[src/rtl/data_dir_dram_bridge.sv]
// Single-outstanding bridge from Program's Data_No requests to the DRAM AXI4-Lite slave.
// Packs/unpacks the 57-bit Data_Dir struct to/from one 64-bit DRAM word.
//
// Data_Dir vector layout (57 bits):
//   [56:45] Index_A  [44:33] Index_B  [32:29] M  [28:17] Index_C  [16:5] Index_D  [4:0] D
module data_dir_dram_bridge #(
    parameter int unsigned       ADDR_W    = 17,
    parameter int unsigned       DATA_W    = 64,
    parameter logic [ADDR_W-1:0] BASE_ADDR = 17'h10000
) (
    input  logic              clk,
    input  logic              rst_n,
    // request / response towards Program
    input  logic              req_valid,
    output logic              req_ready,
    input  logic              req_write,
    input  logic [7:0]        req_data_no,
    input  logic [56:0]       req_wdata,
    output logic              rsp_valid,
    output logic [56:0]       rsp_rdata,
    output logic              rsp_err,
    // AXI read address
    output logic              ar_valid,
    output logic [ADDR_W-1:0] ar_addr,
    input  logic              ar_ready,
    // AXI read data
    input  logic              r_valid,
    input  logic [DATA_W-1:0] r_data,
    input  logic [1:0]        r_resp,
    output logic              r_ready,
    // AXI write address
    output logic              aw_valid,
    output logic [ADDR_W-1:0] aw_addr,
    input  logic              aw_ready,
    // AXI write data
    output logic              w_valid,
    output logic [DATA_W-1:0] w_data,
    input  logic              w_ready,
    // AXI write response
    input  logic              b_valid,
    input  logic [1:0]        b_resp,
    output logic              b_ready
);

    typedef enum logic [2:0] {
        DRAM_IDLE,
        R_ADDR,
        R_DATA,
        W_ADDR,
        W_DATA,
        WAIT_RESP
    } dram_state_e;

    dram_state_e       state_q, state_d;
    logic [ADDR_W-1:0] addr_q;
    logic [56:0]       wdata_q;
    logic [56:0]       rdata_q;
    logic              rsp_valid_q;
    logic              rsp_err_q;
    logic              accept;
    logic [56:0]       rdata_unpacked;

    // Pad bits above the 4-bit M and 5-bit D fields are not part of Data_Dir.
    logic unused_pad;
    assign unused_pad = ^{r_data[39:36], r_data[7:5]};

    // Bridge is busy for the rsp_valid cycle so a new request never overlaps the pulse.
    assign req_ready = (state_q == DRAM_IDLE) && !rsp_valid_q;
    assign accept    = req_valid && req_ready;

    assign rdata_unpacked = {r_data[63:52], r_data[51:40], r_data[35:32],
                             r_data[31:20], r_data[19:8],  r_data[4:0]};

    assign ar_addr   = addr_q;
    assign aw_addr   = addr_q;
    assign w_data    = {wdata_q[56:45], wdata_q[44:33], 4'b0000, wdata_q[32:29],
                        wdata_q[28:17], wdata_q[16:5],  3'b000,  wdata_q[4:0]};
    assign rsp_valid = rsp_valid_q;
    assign rsp_rdata = rdata_q;
    assign rsp_err   = rsp_err_q;

    // FSM state register.
    always_ff @(posedge clk or negedge rst_n) begin
        if (!rst_n) begin
            state_q <= DRAM_IDLE;
        end else begin
            state_q <= state_d;
        end
    end

    // Next-state and AXI channel control; handshakes advance in the same cycle.
    always_comb begin
        state_d  = state_q;
        ar_valid = 1'b0;
        r_ready  = 1'b0;
        aw_valid = 1'b0;
        w_valid  = 1'b0;
        b_ready  = 1'b0;
        unique case (state_q)
            DRAM_IDLE: begin
                if (accept) begin
                    state_d = req_write ? W_ADDR : R_ADDR;
                end
            end
            R_ADDR: begin
                ar_valid = 1'b1;
                if (ar_ready) begin
                    state_d = R_DATA;
                end
            end
            R_DATA: begin
                r_ready = 1'b1;
                if (r_valid) begin
                    state_d = DRAM_IDLE;
                end
            end
            W_ADDR: begin
                aw_valid = 1'b1;
                if (aw_ready) begin
                    state_d = W_DATA;
                end
            end
            W_DATA: begin
                w_valid = 1'b1;
                if (w_ready) begin
                    state_d = WAIT_RESP;
                end
            end
            WAIT_RESP: begin
                b_ready = 1'b1;
                if (b_valid) begin
                    state_d = DRAM_IDLE;
                end
            end
            default: begin
                state_d = DRAM_IDLE;
            end
        endcase
    end

    // Request capture and response registers; rsp_valid is a single-cycle pulse.
    always_ff @(posedge clk or negedge rst_n) begin
        if (!rst_n) begin
            addr_q      <= '0;
            wdata_q     <= '0;
            rdata_q     <= '0;
            rsp_valid_q <= 1'b0;
            rsp_err_q   <= 1'b0;
        end else begin
            rsp_valid_q <= 1'b0;
            if (accept) begin
                addr_q <= BASE_ADDR + ADDR_W'({req_data_no, 3'b000});
                if (req_write) begin
                    wdata_q <= req_wdata;
                end
            end
            if ((state_q == R_DATA) && r_valid) begin
                rsp_valid_q <= 1'b1;
                rsp_err_q   <= |r_resp;
                rdata_q     <= rdata_unpacked;
            end
            if ((state_q == WAIT_RESP) && b_valid) begin
                rsp_valid_q <= 1'b1;
                rsp_err_q   <= |b_resp;
            end
        end
    end

endmodule

[config.mk]
export PLATFORM = sky130hd
export DESIGN_NAME = data_dir_dram_bridge
export DESIGN_NICKNAME = d
export VERILOG_FILES = /design/src/rtl/data_dir_dram_bridge.sv
export SDC_FILE = /design/constraint.sdc
export NUM_CORES = 1
export LEC_CHECK = 0
export CAP_MARGIN = 20
export CORE_AREA = 2 2 119 121
export DETAILED_ROUTE_END_ITERATION = 7
export DIE_AREA = 0 0 121 123
export PLACE_DENSITY_LB_ADDON = 0.3
export SLEW_MARGIN = 15
export SYNTH_ARGS = -nofsm -noshare
export SYNTH_HDL_FRONTEND = slang
export SYNTH_SLANG_ARGS = --single-unit
export TNS_END_PERCENT = 100
[constraint.sdc]
create_clock -name clk -period 3.6 [get_ports clk]
set_clock_uncertainty 0.15 [all_clocks]
set_input_delay 0.36 -clock clk [delete_from_list [all_inputs] [get_ports clk]]
set_output_delay 0.36 -clock clk [all_outputs]
set_load 0.02 [all_outputs]
# Yosys cells after proc, flatten, opt, wreduce, memory -nomap -nowiden
# Cells that the tools add are included.
# totals
romBits,0
latchBits,0
output_inout_bits,163
ram_bits,0
input_bits,142
mem_count,0
word_cells,46
ff_bits,136
# classes
n_div,0
n_bitwise,0
shift,0
reduce_logical,11
n_mux,17
addsub,1
eq_ne,11
n_lt_le_gt_ge,0
multipliers,0
# op_table
cell,n
$mux W3,6
$pmux W3 S6,1
$add A17 B11 Y17 const A,1
$ne A2 B2 Y1 const B,6
$mux W1,9
$eq A3 B2 Y1 const B,2
$eq A3 B3 Y1 const B,2
$reduce_and A6 Y1,1
$logic_and A1 B1 Y1,4
$reduce_or A2 Y1,2
$eq A3 B1 Y1 const B,1
$logic_not A3 Y1,1
$mux W2,1
$reduce_and A2 Y1,1
$reduce_bool A2 Y1,1
$logic_not A1 Y1,1

# Depth between registers and ports, before layout
# Gate-level depths: netlist of the first run.
# logic_depth
depth_word,5
ltp_mapped,7

# Worst setup path after synthesis of the first run
# OpenSTA, ideal clock, no wires.
# synth_timing
kind,register to register
from,register state_q[0]
to,register wdata_q[14]
setup_time_ps,125
path_slack_ps,1695
arrival_time_ps,1630
synth_period_minus_slack_ps,1905
path_stages_with_launch,6
path_buffers,2
required_time_ps,3325
path_cell_list,dfrtp_1 > nor4_4 > nand3_2 > buf_4 > buf_6 > mux2_4
# synth_between
elab_chain_len,4
# synth_lines
element,line,rtl
start: declaration,54,"dram_state_e state_q, state_d;"
start signal: assignment,87,state_q <= state_d;
$logic_not A3 Y1,68,assign req_ready = (state_q == DRAM_IDLE) && !rsp_valid_q;
$logic_and A1 B1 Y1,68,
via req_ready,15,"output logic req_ready,"
$logic_and A1 B1 Y1,69,assign accept = req_valid && req_ready;
$reduce_and A2 Y1 (no line),--,
end signal: assignment,154,wdata_q <= req_wdata;
end: declaration,56,logic [56:0] wdata_q;
# The timed path passes the listed nets, and every way through them passes these cells.
# A chain may end at the register's enable or synchronous reset.

# Worst setup path in the final report of the first run
# layout_timing
from,register state_q[2]
to,output b_ready
# layout_between
elab_chain_len,2
# layout_lines
element,line,rtl
$eq A3 B3 Y1,99,unique case (state_q)
$mux W1,99,
end: declaration,42,output logic b_ready
# Every way passes these cells.

==> flow_summary.yaml, run 1 <==
run_status:
  status: "finished clean"
power_and_ir_drop:
  cellPowerDensity_mw_per_mm2: 962
  power.switching_mw: 2.81
  p_int_mw: 5.40
  p_sw_share_pct: 34.2
  total_power_mw: 8.22
  pwr-share-seq_pct: 31.5
  ir_drop_mv: 0.487
  p_clk_share_pct: 20.1
  p_comb_share_pct: 48.4
  leakage_nw: 3.61
drt:
  first_pass_iters: 4
  drc_errors: 0
  drt_iter0_drc: 78
  via_per_inst: 4.54
  routed_wl_um: 12800
  wl_per_cell_um: 16.1
  drtAntennaViolNets: 0
  vias: 3615
floorplanning:
  core_area_mm2: 0.0136
  fp.dieArea_mm2: 0.0149
  start_util_pct: 38.1
  ios: 305
  die_w_um: 121
  die_height_um: 123
  rows: 43
cts:
  hold_buffers: 1
  cts_tree: "yes"
  post_cts_buffers: 0
  cts-htree-levels: 4
  clkSinkCount: 128
  clock_tree.root_cell: "clkbuf_16"
  clock_latency_ns: 0.40
  cts_buffer_depth: 2
  cts_buffers: 17
  post_cts_resized: 0
  clk_pin_slew_ns: 0.05
finish:
  multi_input_area_mm2: 0.00172
  drive_above_1_share_pct: 25.0
  fill_cells: 1082
  regArea_mm2: 0.00320
  fin_nets: 746
  num_antenna_cells: 0
  syn_to_final_growth_pct: 64.8
synth:
  yosysMostFrequentCell: "dfrtp_1"
  avgSynthCellArea_um2: 15.7
  ys.flop_type: "dfrtp_1"
  synth_area_mm2: 0.00518
  synth.top_cells.by_area: "dfrtp_1, mux2_2, buf_4"
  synth_cells: 331
  synth_top_area_cell: "dfrtp_1"
  synth_cell_types: 29
  yosys-top-cells-count: "dfrtp_1, mux2_2, buf_4, mux2_4, mux2_1"
  yosys.area.top_type_share_pct: 61.8
  async_flop_share_pct: 100
  ys_seq_area_share_pct: 61.8
  synth_edf_count: 0
  ys_warn_count: 0
  synth-seq-cells: 128
global_route:
  grt_max_degree: 61
  gr-total-overflow: 0
  grt_pass1_vias: 3821
  antenna_found_initial: 0
  track_usage_pct: 17.2
  grt_pass1_wl_um: 19400
critical_path:
  end_kind: "output port"
  slowest_delay_ns: 0.62
  cp_cell_sequence: "nor2b_1 -> and2_1 -> clkdlybuf4s50_1"
  crit_buf_inv: 1
  crit_fanout: 11
  path_delay_family: "buffers and inverters"
  critical_path.slowest_cell: "clkdlybuf4s50_1"
  startpoint_type: "register"
  crit_required_ns: 3.09
  cp.arrival_ns: 2.03
  crit_type: "register to output port"
sta:
  drv_slew: 0
  setup_violations: 0
  max_freq_mhz: 393
  hold_violations: 0
  period_needed_ns: 2.54
  finalCritPeriodShare_pct: 70.7
  finalSetupTns_ns: 0
  rsz0062_at_grt: "no"
  tightestPinTransition_ns: 0.758
  relSlewSlack_pct: 49.4
run:
  drv_cap: 0
placed_design:
  port_buffers: 274
  gp_congestion: 0.728
  dp_hpwl_um: 9770
hold_path:
  holdCritPathClass: "register to register"
## power by group through the flow
| stage | logic [mW] | clock network [mW] | registers [mW] |
|---|---|---|---|
| 2_1_floorplan | 1.26 | 0 | 3.43 |
| 3_3_place_gp | 3.95 | 0 | 2.57 |
| 3_5_place_dp | 4.01 | 0 | 2.62 |
| 4_1_cts | 4.03 | 1.70 | 2.60 |
| 5_1_grt | 4.17 | 1.77 | 2.69 |
| 6_report | 3.98 | 1.65 | 2.59 |
## flip-flops by register name, summed over array words and instances (netlist names)
| signal | cells |
|---|---|
| ar_addr | 9 |
| rsp_valid | 1 |
| rsp_err | 1 |
| wdata_q | 57 |
| rsp_rdata | 57 |
| state_q | 3 |
## metrics by stage
step	setup slack (ns)	area, µm²	util (%)	std cells	hold WS, ns
6_report	1.06	8540	62.7	797	0.343
5_1_grt	0.946	8540	62.7	797	0.361
4_1_cts	1.01	8540	62.7	797	0.350
3_5_place_dp	1.20	7950	58.4	764	0.266
3_3_place_gp	1.25	7950	58.4	764	0.261
2_1_floorplan	1.70	5260	-	353	-0.0856
## routing by layer
metal	vias to the layer above	part of all wire (%)	GRT usage, %
li1	1639	-	-
met1	1784	35	17.8
met2	164	54	30.7
met3	28	7.1	5.86
met4	0	3.3	9.38
met5	-	0	0
## final timing paths
| check | startpoint | end | slack, ns | depth (start not counted) |
|---|---|---|---|---|
| max in group asynchronous | rst_n | rsp_rdata[27] | 2.11 | 3 |
| min in group asynchronous | rst_n | rsp_rdata[5] | 0.35 | 2 |
| hold / removal | wdata_q[27] | wdata_q[27] | 0.34 | 1 |
| setup / recovery | state_q[2] | b_ready | 1.06 | 3 |
| hold reg to reg | wdata_q[27] | wdata_q[27] | 0.34 | 1 |
| setup reg to reg | state_q[1] | rsp_rdata[44] | 1.33 | 3 |
## area by class of cell
type | count | area share (%)
Timing Repair Buffer | 280 | 32.8
Inverter | 1 | 0.0440
Clock buffer | 21 | 5.51
Sequential cell | 128 | 37.5
Multi-Input combinational cell | 176 | 20.2
Tap cell | 180 | 2.64
Clock inverter | 11 | 1.32
## layout by cell type (no fill, tap or decap), types with 4 or more instances in the layout
cell type,n
clkdlybuf4s50_1,273
dfrtp_1,128
mux2_2,104
conb_1,23
clkbuf_16,17
mux2_4,10
mux2_1,9
clkinv_2,6
buf_4,5
nand2_1,4
## cells by family after synthesis
group / Yosys count / synth area share (%)
DFF: 128 / 61.8
muxes: 124 / 27.7
buffers and inverters: 49 / 6.79
and+or+nand+nor: 21 / 2.70
AOI/OAI and AO/OA: 8 / 0.966
other: 1 / 0.0724
## worst register-to-register path, cell delays in order, from the launching register on
cell and delay (ns):
dfrtp_1 0.57, nor4bb_4 0.34, buf_4 0.60, mux2_2 0.49
Power figures use the tool's default switching activity.
==> run 2: changes to the inputs <==
--- a/config.mk
+++ b/config.mk
@@ -6,9 +6,8 @@
 export NUM_CORES = 1
 export LEC_CHECK = 0
 export CAP_MARGIN = 20
-export CORE_AREA = 2 2 119 121
+export CORE_UTILIZATION = 34
 export DETAILED_ROUTE_END_ITERATION = 7
-export DIE_AREA = 0 0 121 123
 export PLACE_DENSITY_LB_ADDON = 0.3
 export SLEW_MARGIN = 15
 export SYNTH_ARGS = -nofsm -noshare
==> constraint.sdc (replaced) <==
create_clock -name clk -period 2.2 [get_ports clk]
set_clock_uncertainty 0.15 [all_clocks]
set_input_delay 0.22 -clock clk [delete_from_list [all_inputs] [get_ports clk]]
set_output_delay 0.22 -clock clk [all_outputs]
set_load 0.02 [all_outputs]
==> run 2 against run 1 <==
Compared with the run above: the flow now finishes with violations (DRC); sequential power increased by 63%; cell count increased by 0.88%; die area increased by 5.7%; register-to-register slack lost 1.1 ns; first-iteration DRC count increased by 26%; worst hold slack worse by 0.20 ns; total power grew 66%; count of clock-buffer cells in the layout fell by 2; non-clock buffer count increased by 3; worst setup slack worse by 0.87 ns; clock power up 73%; highest routed layer unchanged.
==> flow_summary.yaml, run 2 (synthesized netlist as in run 1, its figures left out) <==
cts:
  cts-htree-levels: 4
  clock_tree.root_cell: "clkbuf_16"
  cts_buffers: 17
  cts_tree: "yes"
  clk_pin_slew_ns: 0.05
  cts_buffer_depth: 2
  clkSinkCount: 128
  post_cts_buffers: 0
  clock_latency_ns: 0.41
finish:
  final_common_cell: "clkdlybuf4s50_1"
  drive_above_1_share_pct: 26.0
  fin_nets: 749
  final_util_pct: 58.6
  num_antenna_cells: 0
  syn_to_final_growth_pct: 66.3
  layout_common_cells: "clkdlybuf4s50_1, dfrtp_1, mux2_2, conb_1, clkbuf_16"
  fill_cells: 1169
floorplanning:
  fp.dieArea_mm2: 0.0157
  core_area_mm2: 0.0147
  ios: 305
  die_height_um: 125
  die_w_um: 125
  start_util_pct: 35.2
  rows: 44
drt:
  drtAntennaViolNets: 0
  via_per_inst: 4.51
  wl_per_cell_um: 15.9
  first_pass_iters: 7
  drt_iter0_drc: 98
  vias: 3625
  routed_wl_um: 12800
  drc_errors: 20
power_and_ir_drop:
  cellPowerDensity_mw_per_mm2: 1580
  ir_drop_mv: 0.746
  leakage_nw: 3.65
  total_power_mw: 13.6
critical_path:
  rrSetupSlack_ns: 0.27
  timing.rr.end: "rsp_rdata[33]"
  crit_start: "state_q[2]"
  end_kind: "output port"
  startpoint_type: "register"
  r2r.worst_path.cells: 4
  cp.arrival_ns: 1.65
  crit_type: "register to output port"
  crit_required_ns: 1.83
  r2r-start: "state_q[0]"
  crit_fanout: 5
  endpoint: "req_ready"
sta:
  finalCritPeriodShare_pct: 91.7
  period_needed_ns: 2.02
  rsz0062_at_grt: "no"
  finalSetupTns_ns: 0
  drv_slew: 0
  setup_violations: 0
  layout_setup_ws_ns: 0.184
  max_freq_mhz: 496
  hold_violations: 0
global_route:
  grt_pass1_wl_um: 20700
  grt_max_degree: 72
  grt_pass1_vias: 4019
  track_usage_pct: 17.1
  antenna_found_initial: 0
  gr-total-overflow: 0
run:
  drv_cap: 0
placed_design:
  place_ws_ns: 0.159
  dp_hpwl_um: 9630
  port_buffers: 274
  gp_congestion: 0.715
run_status:
  status: "finished with violations"
  violations: "DRC"
hold_path:
  holdCritPathClass: "primary input to async pin"
==> run 2: changes by cell type in the layout (fill, tap and decap cells not counted), sizes merged <==
| cell | before | now |
|---|---|---|
| clkbuf | 21 | 20 |
| clkinvlp | 3 | 4 |
| clkdlybuf4s50 | 273 | 267 |
| buf | 6 | 9 |
| bufinv | 2 | 3 |
| clkinv | 6 | 5 |
| inv | 1 | 2 |
| dlygate4sd2 | 0 | 5 |
==> run 2: repair_timing <==
action	in CTS	in global routing
endpoints found under the setup margin	6	1
gates resized for setup	8	2
endpoints found under the hold margin	128	0
gates cloned	0	0
hold buffers	1	0
==> run 2: how the worst min path moves through the flow <==
stage	from	to	cells past startpoint
floorplan	rst_n	ar_addr[10]	0
finish	rst_n	rsp_rdata[47]	2
CTS	rst_n	rsp_rdata[47]	2
global route	rst_n	rsp_rdata[47]	2
global placement	rst_n	rsp_rdata[47]	1
detailed placement	rst_n	rsp_rdata[47]	1
==> run 2: stage by stage <==
step | hold slack, ns | instances | instance area, µm²
after global placement | -0.0200 | 771 | 8000
after CTS | 0.146 | 804 | 8620
after global routing | 0.173 | 804 | 8610
after floorplan | -0.226 | 353 | 5260
final | 0.142 | 804 | 8610
after detailed placement | -0.0119 | 771 | 8000
==> run 2: power by group <==
part           switching (mW)  total (mW)  internal, mW
sequential              0.667        4.22          3.56
clock                    1.02        2.86          1.84
combinational            2.99        6.55          3.56
==> run 2: critical path, stage by stage (launching register included) <==
cell and delay, ns:
dfrtp_2 0.46, nor4_4 0.36, dlygate4sd2_1 0.42
==> run 2: cell type report <==
cell class              count  area [µm²]  area share [%]
flip-flops and latches    128        3210            37.2
clock inverters            13         161            1.87
multi-input cells         176        1720            20.0
inverters                   1        3.75          0.0436
well taps                 184         230            2.67
repair buffers            283        2840            32.9
clock buffers              19         453            5.26
==> run 2: per-layer routing <==
layer / wire length, µm / vias to the layer above / GRT usage (%) / part of all wire, %
li1: - / 1648 / - / -
met4: 334 / 0 / 8.03 / 2.6
met2: 6870 / 170 / 30.8 / 54
met3: 958 / 24 / 6.08 / 7.5
met5: 0 / - / 0 / 0
met1: 4600 / 1783 / 17.6 / 36
